### src/rtl/micro_sequencer_if.sv
// rtl/micro_sequencer_if.sv - microcode sequencer bus: control inputs from the datapath, microstate/status back
interface micro_sequencer_if #(
  parameter int STATE_W  = 4,
  parameter int OPCODE_W = 6,
  parameter int COUNT_W  = 16
);
  logic [OPCODE_W-1:0] opcode;
  logic [1:0]          addr_ctl;
  logic                stall;
  logic [STATE_W-1:0]  state;
  logic                instr_done;
  logic [COUNT_W-1:0]  instr_count;
  logic                illegal_op;

  modport master (
    output opcode, addr_ctl, stall,
    input  state, instr_done, instr_count, illegal_op
  );

  modport slave (
    input  opcode, addr_ctl, stall,
    output state, instr_done, instr_count, illegal_op
  );
endinterface

### src/rtl/micro_sequencer.sv
// rtl/micro_sequencer.sv - microprogram sequencer: fetch/dispatch/sequential next-state, retire counter
// Optional MICRO_SEQ_ILLEGAL_TRAP_EN: illegal dispatch parks at the all-ones state (sticky) until reset.
module micro_sequencer #(
  parameter int STATE_W     = 4,
  parameter int OPCODE_W    = 6,
  parameter int COUNT_W     = 16,
  parameter int FETCH_STATE = 0
) (
  input  logic             clk,
  input  logic             reset,
  micro_sequencer_if.slave bus
);
  localparam logic [STATE_W-1:0]  FETCH   = STATE_W'(FETCH_STATE);
  localparam logic [OPCODE_W-1:0] OP_R    = OPCODE_W'(6'b000000);
  localparam logic [OPCODE_W-1:0] OP_LW   = OPCODE_W'(6'b100011);
  localparam logic [OPCODE_W-1:0] OP_SW   = OPCODE_W'(6'b101011);
  localparam logic [OPCODE_W-1:0] OP_BEQ  = OPCODE_W'(6'b000100);
  localparam logic [OPCODE_W-1:0] OP_J    = OPCODE_W'(6'b000010);
  localparam logic [OPCODE_W-1:0] OP_ADDI = OPCODE_W'(6'b001000);

  logic [STATE_W-1:0] next_state;
  logic               illegal;
  logic               retire;
  logic               frozen;

`ifdef MICRO_SEQ_ILLEGAL_TRAP_EN
  localparam logic [STATE_W-1:0] ILLEGAL_STATE = '1;
  assign frozen = bus.illegal_op;
`else
  localparam logic [STATE_W-1:0] ILLEGAL_STATE = FETCH;
  assign frozen = 1'b0;
`endif

  // Dispatch ignores the current state; the microcode decides where dispatch is legal.
  always_comb begin
    next_state = FETCH;
    illegal    = 1'b0;
    case (bus.addr_ctl)
      2'b00: next_state = FETCH;
      2'b01: begin
        case (bus.opcode)
          OP_R:         next_state = STATE_W'(6);
          OP_LW, OP_SW: next_state = STATE_W'(2);
          OP_BEQ:       next_state = STATE_W'(8);
          OP_J:         next_state = STATE_W'(9);
          OP_ADDI:      next_state = STATE_W'(10);
          default:      illegal    = 1'b1;
        endcase
      end
      2'b10: begin
        case (bus.opcode)
          OP_LW:   next_state = STATE_W'(3);
          OP_SW:   next_state = STATE_W'(5);
          default: illegal    = 1'b1;
        endcase
      end
      default: next_state = bus.state + STATE_W'(1);
    endcase
  end

  assign retire = (bus.addr_ctl == 2'b00) && (bus.state != FETCH);

  always_ff @(posedge clk or negedge reset) begin
    if (!reset) begin
      bus.state       <= FETCH;
      bus.instr_done  <= 1'b0;
      bus.instr_count <= '0;
      bus.illegal_op  <= 1'b0;
    end else begin
      bus.instr_done <= 1'b0;
      // When frozen (trap build only) illegal_op stays set and nothing else moves.
      if (!frozen) begin
        bus.illegal_op <= 1'b0;
        if (!bus.stall) begin
          if (illegal) begin
            bus.state      <= ILLEGAL_STATE;
            bus.illegal_op <= 1'b1;
          end else begin
            bus.state <= next_state;
            if (retire) begin
              bus.instr_done  <= 1'b1;
              bus.instr_count <= bus.instr_count + COUNT_W'(1);
            end
          end
        end
      end
    end
  end
endmodule

### src/flat_wrapper.sv
// flat-port wrapper written by rule: the top's interface ports become plain ports
module micro_sequencer_flat 
#(
  parameter int STATE_W     = 4,
  parameter int OPCODE_W    = 6,
  parameter int COUNT_W     = 16,
  parameter int FETCH_STATE = 0
)
  (clk, reset, bus_opcode, bus_addr_ctl, bus_stall, bus_state, bus_instr_done, bus_instr_count, bus_illegal_op);
  micro_sequencer_if #(.STATE_W(STATE_W), .OPCODE_W(OPCODE_W), .COUNT_W(COUNT_W)) bus_i ();
  input  logic clk;
  input  logic reset;
  input wire logic [$bits(bus_i.opcode)-1:0] bus_opcode;
  input wire logic [$bits(bus_i.addr_ctl)-1:0] bus_addr_ctl;
  input wire logic [$bits(bus_i.stall)-1:0] bus_stall;
  output wire logic [$bits(bus_i.state)-1:0] bus_state;
  output wire logic [$bits(bus_i.instr_done)-1:0] bus_instr_done;
  output wire logic [$bits(bus_i.instr_count)-1:0] bus_instr_count;
  output wire logic [$bits(bus_i.illegal_op)-1:0] bus_illegal_op;
  assign bus_i.opcode = bus_opcode;
  assign bus_i.addr_ctl = bus_addr_ctl;
  assign bus_i.stall = bus_stall;
  assign bus_state = bus_i.state;
  assign bus_instr_done = bus_i.instr_done;
  assign bus_instr_count = bus_i.instr_count;
  assign bus_illegal_op = bus_i.illegal_op;
  micro_sequencer #(.STATE_W(STATE_W), .OPCODE_W(OPCODE_W), .COUNT_W(COUNT_W), .FETCH_STATE(FETCH_STATE)) u_core (.clk(clk), .reset(reset), .bus(bus_i));
endmodule
### config.mk
export PLATFORM = sky130hd
export DESIGN_NAME = micro_sequencer_flat
export DESIGN_NICKNAME = d
export VERILOG_FILES = /design/src/rtl/micro_sequencer_if.sv /design/src/rtl/micro_sequencer.sv /design/src/flat_wrapper.sv
export SDC_FILE = /design/constraint.sdc
export NUM_CORES = 1
export LEC_CHECK = 0
export ABC_CLOCK_PERIOD_IN_PS = 2800
export CORE_MARGIN = 1
export CORE_UTILIZATION = 40
export DETAILED_ROUTE_END_ITERATION = 12
export GPL_TIMING_DRIVEN = 0
export PLACE_DENSITY = 0.67
export SKIP_LAST_GASP = 1
export SLEW_MARGIN = 20
export SYNTH_ARGS = -nofsm -noshare
export SYNTH_HDL_FRONTEND = slang
export SYNTH_SLANG_ARGS = --single-unit
export TNS_END_PERCENT = 1
### constraint.sdc
create_clock -name clk -period 2.8 [get_ports clk]
set_input_delay 0.7 -clock clk [delete_from_list [all_inputs] [get_ports clk]]
set_output_delay 0.7 -clock clk [all_outputs]
set_load 0.1 [all_outputs]
==> out/qor.txt <==
Synth warn: 0
Critical Path Source Type: flip-flop
Setup_tns: 0 ns
Hold_buf cts: 0
# IOs: 33
Fin nets: 181
Top Family by Delay on Critical Path: buffers and inverters
Layout cells sized above 1: 0.117
Least-Margin Pin Slew: 0.975 ns
HPWL after DPL: 1.98 mm
Setup slack, reg-to-reg: 1.04 ns
Critical-path cell list: clkdlybuf4s50_1
Worst rel slew slack: 0.348
Antenna Nets Post-Route: 0
Row count: 20
Core area: 3050 sq um
Leak Pwr: 0.772 nW
Vias post-DR: 1035
Clk sink count: 22
Post-synth top area share: 0.426
CP bufs+invs: 1
Cell area power density: 597 nW/um^2
Netlist cell types: 35
Filler cells: 302
Final Wtd Congestion: 0.875
Global-route wire length before repair: 4.24 mm
Crit path DAT: 1.96 ns
Inst Count DP: 202
CTS tree: built
Clock-pin slew of the registers on the worst-case setup and hold paths: 0.13 ns
Highest net fanout along the worst path: 6
Async set-or-reset flop fraction in the synthesized netlist: 1.00
Sequential share of the synthesized area: 0.426
Tot Pwr: 1.02 mW
Final Max Tran Viols: 0
Worst r2r path cells: 9
Crit share post-route: 0.949
Crit-path max cell delay: 1.17 ns
WHS Endpoint: u_core.bus.instr_count[15]$_DFFE_PN0P_
Inserted Clock Buffers: 3
DRC: 0
Antenna violations before repair: 0
Number of DRC markers in iteration 0: 15
Peak supply drop: 0.000370 V
Run status: finished clean
CTS resizes: 0
Max Root-Sink Buffers: 2
CTS HTree Levels: 1
PortBufs: 30
Ys flop type: dfrtp_1
CTS Root Cell: clkbuf_4
CP Class: flip-flop to output port
Cells after Synth: 128
Die Ht: 58.8 um
Die Area: 3460 sq um
Slowest-stage cell, CP: clkdlybuf4s50_1
Starting Density: 0.423
Worst Hold Launch: u_core.bus.instr_count[15]$_DFFE_PN0P_
# Post-CTS Setup Buffers: 0
Worst Hold Class: flip-flop to flip-flop
Layout Cells excl Fill: 206
Clk_lat worst skew: 0.31 ns
EDFF count, synth: 0
Min cycle time layout: 2.66 ns
Post-layout util: 0.557
Mapped Area: 1290 sq um
Avg Inst Size Synth: 10.1 sq um
Final WL: 2.54 mm
Setup ws final: 0.143 ns
Worst slack, placed: 0.0343 ns
Synthesized Nets: 146
Number of global-route vias before repair: 926
#FFs+latches synth: 22
# setup viols final: 0
R2R Path End: u_core.bus.instr_count[7]$_DFFE_PN0P_
Routed WL per cell: 12.3 um
Via/cell ratio: 5.02
Pre-antenna DRT Iters: 4
CP Capture Type: output port
Synth area leader: dfrtp_1
Max Freq: 376 MHz
Largest net degree at the start of global routing: 23
Hold Path Depth: 1
# diodes: 0
CP startpoint: u_core.bus.state[0]$_DFFE_PN0N_
Die Wd: 58.8 um
Ranking of synthesized cells by area: dfrtp_1 43%, ha_1 6.8%, xnor2_1 6.1%, xor2_1 5.4%, nand2_1 4.4%
Total track usage: 0.163
Max-cap viol count: 0
Reg-to-Reg Start: u_core.bus.state[0]$_DFFE_PN0N_
Worst endpoint required time: 2.10 ns
Final hold violation count: 0
P&R area growth vs syn: 31.6%
Clock skew: 0.00741 ns
Gr ovfl total: 0
RSZ-0062 raised after global routing: false
logic make-up after synthesis:
group	share of synthesized area
XOR/XNOR	0.115
flip-flops	0.426
buffers and inverters	0.0474
AND/OR/NAND/NOR	0.246
AO/OA/AOI/OAI	0.0891
adder cells (fa/ha/maj)	0.0765
report_power, final:
part	total (mW)	internal, mW	switching (mW)
Sequential	0.385	0.346	0.0396
Clock	0.241	0.145	0.0966
Combinational	0.389	0.102	0.287
Total	1.02	0.592	0.423
through the flow:
step / hold slack (ns) / cell area [sq um]
finish: 0.476 / 1700
global route: 0.522 / 1700
CTS: 0.483 / 1700
detailed placement: 0.466 / 1650
global placement: 0.458 / 1650
floorplan: 0.404 / 1290
synthesized netlist by cell type, types with 4 or more instances:
| master | number |
|---|---|
| ha_1 | 7 |
| nor3_2 | 4 |
| nand2_1 | 15 |
| dfrtp_1 | 22 |
| xor2_1 | 8 |
| inv_1 | 7 |
| nor2_1 | 4 |
| nand3_1 | 10 |
| xnor2_1 | 9 |
per-layer routing:
metal | vias up | part of all wire | track usage
met3 | 0 | 0.032 | 0.0396
met4 | 0 | 0 | 0.0306
li1 | 515 | - | -
met1 | 501 | 0.50 | 0.229
met2 | 19 | 0.47 | 0.256
met5 | - | 0 | 0
cell usage in the layout (no fill, tap or decap), types with 2 or more instances in the layout:
cell type	instances
inv_1	7
clkdlybuf4s50_1	30
nor3_2	4
ha_1	7
clkbuf_4	3
buf_6	2
o21ai_0	3
nor2_1	4
a221oi_1	3
nand4_1	3
xor2_1	8
nor3_1	2
nand2_1	15
a21oi_1	3
and3_2	3
nor4b_1	3
dfrtp_1	22
xnor2_1	9
and3_1	3
nand3_1	10
cell type report:
cell class	count	area (sq um)	share of cell area
sequential	22	551	0.324
timing repair buffer	30	300	0.177
clock inverter	1	30.0	0.0177
clock buffer	3	22.5	0.0132
buffer	3	26.3	0.0155
inverter	8	35.0	0.0206
tap	44	55.1	0.0324
multi-input combinational	95	681	0.400
sequential cells by signal, indices dropped and copies added (netlist names):
name,flops
u_core.bus.instr_count,16
u_core.bus.state,4
u_core.bus.illegal_op,1
u_core.bus.instr_done,1
how the worst max path moves through the flow:
stage / endpoint / depth (start not counted)
2_1_floorplan: u_core.bus.instr_count[3]$_DFFE_PN0P_ / 9
3_3_place_gp: u_core.bus.instr_count[3]$_DFFE_PN0P_ / 10
3_5_place_dp: u_core.bus.instr_count[4]$_DFFE_PN0P_ / 10
4_1_cts: bus_instr_count[2] / 1
5_1_grt: bus_instr_count[2] / 1
6_report: bus_state[0] / 1
No activity file was read; power rests on OpenSTA's default activity.
